`config.mk`:
```
export PLATFORM = sky130hd
export DESIGN_NAME = debouncer_bank
export DESIGN_NICKNAME = d
export VERILOG_FILES = /design/src/rtl/debouncer_bank.sv
export SDC_FILE = /design/constraint.sdc
export NUM_CORES = 1
export LEC_CHECK = 0
export ABC_AREA = 1
export CAP_MARGIN = 5
export CORE_MARGIN = 3
export CORE_UTILIZATION = 57
export DETAILED_ROUTE_END_ITERATION = 8
export PLACE_DENSITY = 0.81
export SYNTH_ARGS = -nofsm -noshare
export SYNTH_HDL_FRONTEND = slang
export SYNTH_SLANG_ARGS = --single-unit
```
`constraint.sdc`:
```
create_clock -name i_w_clk -period 2.75 [get_ports i_w_clk]
set_input_delay 0.55 -clock i_w_clk [delete_from_list [all_inputs] [get_ports i_w_clk]]
set_output_delay 0.55 -clock i_w_clk [all_outputs]
set_load 0.03 [all_outputs]
```
`src/rtl/debouncer_bank.sv`:
```
// Multi-channel button/switch debouncer: synchroniser, stability filter, press/release pulses and long-press/auto-repeat.
// Pulses are registered, last one cycle and coincide with the debounced level change; no backpressure.
module debouncer_bank #(
  parameter int p_channels      = 4,
  parameter int p_sync_stages   = 2,
  parameter int p_counter_width = 4,
  parameter int p_stable_count  = 8,
  parameter int p_hold_width    = 8,
  parameter int p_hold_count    = 200,
  parameter int p_repeat_count  = 50,
  parameter int p_active_low    = 0
) (
  input  logic                  i_w_clk,
  input  logic                  i_w_reset,
  input  logic                  i_w_tick,
  input  logic [p_channels-1:0] i_w_in,
  output logic [p_channels-1:0] o_w_state,
  output logic [p_channels-1:0] o_w_press,
  output logic [p_channels-1:0] o_w_release,
  output logic [p_channels-1:0] o_w_repeat
);

  typedef enum logic [1:0] {ST_IDLE, ST_PRESSED, ST_REPEATING, ST_DONE} hold_st_t;

  localparam logic                       lp_idle_lvl   = (p_active_low != 0);
  localparam logic [p_counter_width-1:0] lp_stable_max = p_counter_width'(p_stable_count - 1);
  localparam logic [p_counter_width-1:0] lp_cnt_one    = p_counter_width'(1);
  localparam logic [p_hold_width-1:0]    lp_hold_max   = p_hold_width'(p_hold_count - 1);
  localparam logic [p_hold_width-1:0]    lp_rep_max    = p_hold_width'(p_repeat_count - 1);
  localparam logic [p_hold_width-1:0]    lp_hold_one   = p_hold_width'(1);

  if (p_channels < 1 || p_sync_stages < 2 ||
      p_stable_count < 1 || p_stable_count > (1 << p_counter_width) - 1 ||
      p_hold_count < 1 || p_hold_count > (1 << p_hold_width) - 1 ||
      p_repeat_count < 0 || p_repeat_count > (1 << p_hold_width) - 1) begin : g_bad_params
    $error("debouncer_bank: parameter out of legal range");
  end

  genvar g;
  generate
    for (g = 0; g < p_channels; g++) begin : g_ch
      logic [p_sync_stages-1:0]   r_sync;
      logic                       r_state, r_press, r_release, r_repeat;
      logic [p_counter_width-1:0] r_cnt, w_cnt_nxt;
      logic [p_hold_width-1:0]    r_hcnt, w_hcnt_nxt;
      hold_st_t                   r_hst, w_hst_nxt;
      logic                       w_norm, w_state_nxt, w_rise, w_fall, w_rep;

      // Sync flops idle at the inactive pin level so the normalised level reads 0 out of reset.
      always_ff @(posedge i_w_clk or posedge i_w_reset) begin
        if (i_w_reset) r_sync <= {p_sync_stages{lp_idle_lvl}};
        else           r_sync <= {r_sync[p_sync_stages-2:0], i_w_in[g]};
      end

      assign w_norm = r_sync[p_sync_stages-1] ^ lp_idle_lvl;

      always_comb begin
        w_cnt_nxt   = r_cnt;
        w_state_nxt = r_state;
        w_rise      = 1'b0;
        w_fall      = 1'b0;
        if (i_w_tick) begin
          if (w_norm == r_state) begin
            w_cnt_nxt = '0;
          end else if (r_cnt == lp_stable_max) begin
            w_cnt_nxt   = '0;
            w_state_nxt = ~r_state;
            w_rise      = ~r_state;
            w_fall      = r_state;
          end else begin
            w_cnt_nxt = r_cnt + lp_cnt_one;
          end
        end
      end

      // Release is checked first so it beats a coincident hold/repeat threshold.
      always_comb begin
        w_hst_nxt  = r_hst;
        w_hcnt_nxt = r_hcnt;
        w_rep      = 1'b0;
        if (w_fall) begin
          w_hst_nxt  = ST_IDLE;
          w_hcnt_nxt = '0;
        end else if (w_rise) begin
          w_hst_nxt  = ST_PRESSED;
          w_hcnt_nxt = '0;
        end else if (i_w_tick) begin
          case (r_hst)
            ST_PRESSED: begin
              if (r_hcnt == lp_hold_max) begin
                w_rep      = 1'b1;
                w_hcnt_nxt = '0;
                w_hst_nxt  = (p_repeat_count > 0) ? ST_REPEATING : ST_DONE;
              end else begin
                w_hcnt_nxt = r_hcnt + lp_hold_one;
              end
            end
            ST_REPEATING: begin
              if (r_hcnt == lp_rep_max) begin
                w_rep      = 1'b1;
                w_hcnt_nxt = '0;
              end else begin
                w_hcnt_nxt = r_hcnt + lp_hold_one;
              end
            end
            default: ;
          endcase
        end
      end

      always_ff @(posedge i_w_clk or posedge i_w_reset) begin
        if (i_w_reset) begin
          r_state   <= 1'b0;
          r_cnt     <= '0;
          r_press   <= 1'b0;
          r_release <= 1'b0;
          r_repeat  <= 1'b0;
          r_hcnt    <= '0;
          r_hst     <= ST_IDLE;
        end else begin
          r_state   <= w_state_nxt;
          r_cnt     <= w_cnt_nxt;
          r_press   <= w_rise;
          r_release <= w_fall;
          r_repeat  <= w_rep;
          r_hcnt    <= w_hcnt_nxt;
          r_hst     <= w_hst_nxt;
        end
      end

      assign o_w_state[g]   = r_state;
      assign o_w_press[g]   = r_press;
      assign o_w_release[g] = r_release;
      assign o_w_repeat[g]  = r_repeat;
    end
  endgenerate

endmodule

```
==> impl_results.md <==
* Kind of critical path: reg -> out
* Clock tree from TritonCTS: done
* Net switching power at between 1 and 1.5 mW
* Die area at 8773 sq um
* Setup crit end: o_w_state[1]
* Top library cells by usage in the layout, fill and taps aside: 157 x nand2_1, 80 x dfrtp_1, 73 x inv_1, 64 x nand3_1, 35 x nor2_1
* Final slew viol count at 0
* Count of warnings emitted by yosys at 0
* Vias in the first global route at approximately 3200
* DR WL/cell at roughly 12 um
* Critical path origin: g_ch[1].r_state
* Max Fclk at a little under 0.5 GHz
* Filler instances at around 620
* P_int at ~2.3 mW
* Slack of the worst reg-to-reg path at approximately 1.2 ns
* Number of buffer and inverter stages on the critical path at 1
* Final critical-path required period at ~2.1 ns
* Clock-pin slew on the worst setup and hold paths at roughly 0.080 ns
* Number of buffers added on ports at 22
* R2R cell count at 8
* Count of clock tree sinks at 80
* Number of buffers created by CTS at 9
* Maximum resistive drop on vdd at 0.0005885 V
* Combinational group share of total power at a little under a third
* Syn-to-layout area delta at 9.169%
* Standard cell core area at between 7000 and 8000 sq um
* Min-delay worst type: reg -> reg
* Critical path endpoint category: output pin
* Part of the Yosys area used for sequential elements at a little under half
* Via/cell ratio at just over 5
* Quantity of gates resized following cts at 0
* Placed Instance Area at 4609 sq um
* Switching share of power at 37.70%
* Count of cell types in the netlist at 33
* Setup violation total in the final timing report at 0
* Worst skew pair latency at approximately 0.34 ns
* Most frequent standard cell in the layout excluding fill and tap cells: nand2_1
* Series of cell instances along the critical path: clkdlybuf4s50_1
* Total congestion overflow at 0
* Post-route cell area at 4782 sq um
* Syn nets at approximately 570
* Lkg Pwr at 2.540 nW
* Wire length reported by the detailed router at 7713 um
* Effective utilization at floorplan at approximately three fifths
* 1st-iter DRT viols at around 100
* Cells after synthesis at roughly 540
* TritonRoute pass-1 iters at 4
* Number of antenna violations at the first check in global routing at 0
* Worst path slowest cell: clkdlybuf4s50_1
* Gp weighted congestion at slightly below 0.9
* N_diodes at 0
* Mapped cell area at approximately 4400 sq um
* Max-cap check violation count at 0
* Mean cell area of the mapped netlist at 8.142 sq um
* Required @ worst endpoint at 2.20 ns
* DRC violations left at 0
* Top Ports at 23
* Setup repair after global routing missed its margin: false
* Count of nets left with antenna violations after detail routing at 0
* Maximum cell stage delay along the critical path at 0.71 ns
* Largest net degree at the start of global routing at a little over 40
* Clock Power Share at 21.3%
* Total number of vias at about 3300
* Clock Skews at roughly 0.0096 ns
* Number of nets at the end of the flow at 580
* Kind of launch point of the worst setup path: flip-flop
* Critical Path Fanout Max at 5
* Root Driver: clkbuf_8
* Layout cell share with drive strength beyond 1 at 7.181%
* Final critical-path share of the clock period at about three quarters
* Global Route Usage Sum at between 10% and 20%
* Slew at the pin closest to its max-slew limit at around 0.47 ns
* Cell depth of the worst setup path at 1
* Critical R2R Capture: g_ch[0].r_hcnt[3]
* Arr. time, crit path at 1.53 ns
* Number of buffers inserted to repair setup after CTS at 0
* Maximum root-to-sink buffer count at 2
* Final hold viol count at 0
* HPWL after DPL at about 5500 um
* Power Dens Cells at 755.7 nW/um^2
* Cell family with the largest share of critical-path delay: buffers and inverters
* Std-Cell Rows at 31
* CTS Hold Bufs at 0
* Number of synthesized register bits at 80
* Horizontal die dimension at between 90 and 100 um
* H-tree levels at 3
* Die Ht at between 90 and 100 um
* Slew Limit Headroom at between 60% and 70%
* Sequential share of power at between 40 and 50%
* Result of the run: finished clean
* Worst reg2reg path startpoint: g_ch[0].r_cnt[0]
* Global-route wire length before repair at around 14000 um
* Final setup TNS at 0 ns
-- Yosys cell counts --
cell type / instances / area (sq um)
nand3_2: 1 / 10.01
nand3_4: 3 / 52.55
nor2_2: 2 / 12.51
nand3_1: 64 / 320.3
nor3_1: 7 / 35.03
o22ai_1: 1 / 6.260
o21ai_1: 1 / 5.000
nand2_2: 3 / 18.77
a21oi_1: 10 / 50.05
or2_1: 1 / 6.260
xor2_1: 16 / 140.1
nor2_4: 4 / 45.04
nand3b_1: 1 / 7.510
dfrtp_1: 80 / 2002
buf_6: 1 / 11.26
nand4_1: 7 / 43.79
or2_4: 2 / 17.52
o21ai_0: 12 / 60.06
or2_2: 1 / 6.260
buf_4: 17 / 127.6
and2_1: 1 / 6.260
a22o_1: 1 / 8.760
a21oi_2: 2 / 17.52
buf_2: 1 / 5.000
nand2_4: 1 / 11.26
nor2_1: 35 / 131.4
ha_1: 20 / 250.2
inv_1: 74 / 277.8
a21oi_4: 2 / 32.53
clkbuf_1: 2 / 7.510
inv_2: 1 / 3.750
nand2_1: 157 / 589.3
xnor2_1: 7 / 61.31
-- cell type report --
| type | instances | area, sq um | share of cell area (%) |
|---|---|---|---|
| clock buffer | 12 | 155.1 | 3.244 |
| clock inverter | 3 | 17.52 | 0.3663 |
| inverter | 75 | 282.8 | 5.913 |
| multi-input combinational | 362 | 1946 | 40.69 |
| sequential | 80 | 2002 | 41.86 |
| tap | 99 | 123.9 | 2.590 |
| timing repair buffer | 25 | 255.2 | 5.338 |
-- stage by stage --
stage          worst slack, ns  power (mW)  utilization, %  cells  hold WS [ns]
5_1_grt                 0.6039       3.912           64.89    656        0.3568
4_1_cts                 0.6522       3.652           64.89    656        0.3533
2_1_floorplan           0.1483       2.583               -    538        0.3312
3_3_place_gp            0.6287       2.787           62.55    641        0.3346
6_report                0.6686       3.614           64.89    656        0.3501
3_5_place_dp            0.5601       2.865           62.55    641        0.3363
-- how the worst min path moves through the flow --
stage | startpoint | endpoint | slack (ns) | cells past startpoint
global route | g_ch[0].r_sync[0] | g_ch[0].r_sync[1] | 0.36 | 0
global placement | g_ch[2].r_sync[0] | g_ch[2].r_sync[1] | 0.33 | 0
detailed placement | g_ch[0].r_sync[0] | g_ch[0].r_sync[1] | 0.34 | 0
CTS | g_ch[2].r_sync[0] | g_ch[2].r_sync[1] | 0.35 | 0
floorplan | g_ch[0].r_sync[0] | g_ch[0].r_sync[1] | 0.33 | 0
finish | g_ch[1].r_sync[0] | g_ch[1].r_sync[1] | 0.35 | 0
-- routing by layer --
layer	global-route usage, %	vias up	part of all wire [%]
li1	-	1697	-
met1	24.12	1551	45
met2	32.52	66	50
met3	5.208	10	3.6
met4	6.017	0	1.1
met5	0	-	0
-- state kept, by name, summed over array words and instances, names as in the netlist --
name	flops
g_ch.r_hst	8
g_ch.r_state	4
g_ch.r_sync	8
g_ch.r_press	4
g_ch.r_release	4
g_ch.r_cnt	16
g_ch.r_repeat	4
g_ch.r_hcnt	32
-- power groups by stage --
| stage | registers [mW] | logic (mW) | clock network [mW] |
|---|---|---|---|
| after floorplan | 1.65 | 0.934 | 0 |
| after global placement | 1.70 | 1.09 | 0 |
| after detailed placement | 1.71 | 1.15 | 0 |
| after CTS | 1.69 | 1.16 | 0.799 |
| after global routing | 1.74 | 1.33 | 0.842 |
| final | 1.70 | 1.15 | 0.768 |
-- cell families after synthesis --
kind of cell             share of synthesized area, %
AO/OA/AOI/OAI                                   4.113
XOR/XNOR                                        4.599
adder cells (fa/ha/maj)                         5.713
buffers and inverters                           9.883
flip-flops                                      45.70
AND/OR/NAND/NOR                                 29.99
(Power assumes the default switching activity.)
==> edit 1 (same flow settings) <==
One comparison of `r_cnt` changes from == to >=.
--- a/src/rtl/debouncer_bank.sv
+++ b/src/rtl/debouncer_bank.sv
@@ -64,3 +64,3 @@
             w_cnt_nxt = '0;
-          end else if (r_cnt == lp_stable_max) begin
+          end else if (r_cnt >= lp_stable_max) begin
             w_cnt_nxt   = '0;
Behaviour: same outputs for any inputs over 10 cycles, from zero or initial values and one cycle with i_w_reset high; that may be too few to reach the edited logic, so the function may still have changed.
==> edit 1 against the original RTL <==
- final area is 2.0% lower
- synthesized area is 2.8% lower
- final cell count is 0.15% higher
- worst hold slack better by 0.0029 ns
- worst setup slack worse by 0.017 ns
- fmax is 0.83% lower
- critical path depth stayed put
- total power is 4.1% higher
- sequential power is 3% higher
- wire length is 2.3% lower
- sequential cell count stayed put
- largest power group unchanged
==> edit 1: results (changes against the original RTL) <==
Run status
  – Run status: finished clean

Final layout
  – # fillers: 579 (-7.2%)
  – ANT cells: 0 (unchanged)
  – Fin cells: 657 (+0.15%)
  – Area of the multi-input gates: 1814 um2 (-6.8%)
  – Nets: 583 (+0.52%)
  – Layout cells sized above 1: 6.952% (-0.23 points)

Timing
  – Max-slew headroom: 72.42% (+3.9 points)
  – WHS: 0.3530 ns (+0.002911 ns)
  – Crit share post-route: 76.32% (+0.63 points)
  – Clock skew: 0.01081 ns (+0.001253 ns)

Global routing
  – Met1 Usage GRT: 25.82% (+1.7 points)
  – Met3 Resource Use GR: 4.793% (-0.42 points)
  – Met2 usage: 31.90% (-0.62 points)
  – Total GRT Usage: 19.59% (+0.35 points)
  – Global-route wire length before repair: 13820 um (+1.8%)
  – Vias in the first global route: 3191 (-0.84%)
  – Pin count of the biggest net entering global routing: 68 (+66%)

Power
  – Leak pwr: 2.555 nW (+0.58%)
  – Pwr/cell area: 802.2 nW/um2 (+6.2%)
  – P_seq: 0.00175 W (+3%)

Place
  – Placed Instance Area: 4482 um2 (-2.8%)
  – Pre-CTS WS: 0.5404 ns (-0.01968 ns)
  – RD Place Congestion: 0.8893 (-0.37%)
  – DP Cell Count: 641 (unchanged)

Yosys
  – Post-synthesis mux area share: 0% (unchanged)
  – Netlist cell types: 32 (-3.0%)
  – Adder-Cell Fraction of Synth Area: 5.879% (+0.17 points)
  – Post-synthesis compound-gate area fraction: 6.026% (+1.9 points)
  – Synth Area in XOR/XNOR: 2.058% (-2.5 points)
  – Most instantiated cells after synthesis: 174 x nand2_1, 80 x dfrtp_1, 71 x inv_1
  – Syn Nets: 568 (+0.53%)
  – Synth top area cells: dfrtp_1 47%, nand2_1 15%, inv_1 6.3%, ha_1 5.9%, nand3_1 4.4%
  – Synthesized area per cell: 7.868 um2 (-3.4%)
  – Ys async rst share: 100.0% (unchanged)

Critical path
  – Reg2reg end: g_ch[2].r_hcnt[7]
  – Worst Path Arrival: 1.55 ns (+0.02 ns)
  – Internal reg-to-reg setup slack: 0.99 ns (-0.18 ns)
  – CP max FO: 6 (+1)

Route
  – Met1 Wirelength: 3606 um (+3.7%)
  – Post-Route WL: 7537 um (-2.3%)
  – Vias/cell: 5.085 (+0.36%)
  – Routed wl met2: 3603 um (-6.9%)
  – 1st-iter DRT viols: 112 (+7.7%)

Clock network
  – H-tree lvl count: 3 (unchanged)
  – Num CTS Buffers: 9 (unchanged)
## edit 1: cell count changes in the layout (fill, tap and decap cells not counted), moves of 3 or more
cell	before	now
a21oi_1	10	18
inv_1	73	70
inv_2	1	8
nand2_1	157	174
nand3_1	64	37
nor2_1	35	46
nor2_4	4	0
nor3_1	7	11
xnor2_1	7	3
xor2_1	16	7
## edit 1: how the worst max path moves through the flow
stage / start / to / cells after the start
final: g_ch[1].r_state / o_w_state[1] / 1
after global routing: g_ch[1].r_state / o_w_state[1] / 1
after CTS: g_ch[1].r_state / o_w_state[1] / 1
after detailed placement: i_w_tick / g_ch[2].r_hcnt[1] / 9
after global placement: i_w_tick / g_ch[0].r_hcnt[1] / 9
after floorplan: i_w_reset / g_ch[0].r_cnt[0] / 1
## edit 1: final cells by class
type                    count  area share [%]
clock inverters             5           1.174
well taps                  96           2.562
clock buffers              11           3.229
flip-flops and latches     80           42.70
inverters                  79           6.352
repair buffers             24           5.284
multi-input cells         362           38.70
==> edit 2 (same settings) <==
Made on the original files. The parameter `p_counter_width` goes from 4 to 6.
--- a/src/rtl/debouncer_bank.sv
+++ b/src/rtl/debouncer_bank.sv
@@ -5,3 +5,3 @@
   parameter int p_sync_stages   = 2,
-  parameter int p_counter_width = 4,
+  parameter int p_counter_width = 6,
   parameter int p_stable_count  = 8,
Function: no difference found for any inputs over 10 cycles, from zero or initial values and one cycle with i_w_reset high; that may be too few to reach the edited logic, so the function may still have changed.
==> edit 2 against the original RTL <==
- total power rose by 2.2%
- final area rose by 14%
- sequential share of layout area fell by 1.4 points
- fmax rose by 1.4%
- largest cell class is now multi-input combinational cells
- wire length rose by 24%
- highest routed layer unchanged
- synthesized area rose by 13%
- critical path depth did not move
- register-to-register slack got worse by 0.06 ns
- worst setup slack improved by 0.028 ns
- sequential cell count rose by 8
==> edit 2: results (changes against the original RTL) <==
Critical path
  – CP max FO: 6 (+1)
  – Worst Path Arrival: 1.50 ns (-0.03 ns)

Global routing
  – Met3 Resource Use GR: 4.628% (-0.58 points)
  – Total GRT Usage: 21.00% (+1.7 points)
  – Pin count of the biggest net entering global routing: 36 (-12%)
  – Met2 usage: 37.24% (+4.7 points)
  – Met1 Usage GRT: 25.11% (+1.0 points)
  – Global-route wire length before repair: 17110 um (+26%)

Yosys
  – Syn Nets: 629 (+11%)
  – Netlist cell types: 32 (-3.0%)
  – Most instantiated cells after synthesis: 138 x nand2_1, 88 x dfrtp_1, 80 x inv_1
  – Sequential fraction of the synthesis area: 44.35% (-1.3 points)

Place
  – RD Place Congestion: 0.9716 (+8.9%)

Power
  – Maximum vdd ir drop: 352.7 uV (-40%)
  – Leak pwr: 2.819 nW (+11%)

Route
  – DR pass1 iterations: 5 (+1)
  – Routed wl met2: 4960 um (+28%)
  – 1st-iter DRT viols: 126 (+21%)
  – Met1 Wirelength: 4045 um (+16%)
  – WL per Instance: 13.18 um (+12%)
  – Metal3 WL: 421 um (+52%)

Final layout
  – # fillers: 673 (+7.9%)
  – Top Registers: g_ch.r_hcnt x32, g_ch.r_cnt x24
  – Nets: 644 (+11%)

Timing
  – Max-slew headroom: 57.12% (-11 points)
  – Clock skew: 0.009060 ns (-0.0004966 ns)

Run status
  – Run status: finished clean
[edit 2: path summary, 6_finish.rpt]
path	end	start	slack, ns	depth (start not counted)
max	o_w_state[2]	g_ch[2].r_state	0.70	1
min	g_ch[1].r_sync[1]	g_ch[1].r_sync[0]	0.34	0
max reg2reg	g_ch[2].r_hcnt[1]	g_ch[2].r_cnt[0]	1.11	8
min reg2reg	g_ch[1].r_sync[1]	g_ch[1].r_sync[0]	0.34	0
max in group asynchronous	g_ch[0].r_cnt[0]	i_w_reset	1.53	3
min in group asynchronous	g_ch[1].r_cnt[4]	i_w_reset	0.63	2
[edit 2: final cells by class]
type / count / share of cell area, %
multi-input combinational: 404 / 41.36
tap: 105 / 2.412
clock inverter: 4 / 1.814
timing repair buffer: 28 / 5.099
inverter: 86 / 6.040
sequential: 88 / 40.42
clock buffer: 12 / 2.848
[edit 2: cell families after synthesis]
family,after synthesis,share of synthesized area [%]
AND/OR/NAND/NOR,316,30.97
buffers and inverters,110,10.26
flip-flops,88,44.35
AO/OA/AOI/OAI,45,5.317
XOR/XNOR,23,4.058
adder cells (fa/ha/maj),20,5.040
[edit 2: per-stage QoR]
step | area, um2 | hold WS [ns] | util [%] | total power (W) | instances
global placement | 5194 | 0.3334 | 62.27 | 0.002546 | 711
detailed placement | 5194 | 0.3356 | 62.27 | 0.002597 | 711
finish | 5448 | 0.3439 | 65.32 | 0.003692 | 727
global route | 5448 | 0.3725 | 65.32 | 0.003919 | 727
CTS | 5448 | 0.3518 | 65.32 | 0.003706 | 727
floorplan | 4969 | 0.3312 | - | 0.002385 | 602
[edit 2: report_power, final]
group          internal (W)  leakage, nW  total [W]  switching (W)
sequential          0.00150         1.13    0.00176       0.000261
clock              0.000657        0.127    0.00111       0.000451
combinational      0.000337         1.56   0.000825       0.000487
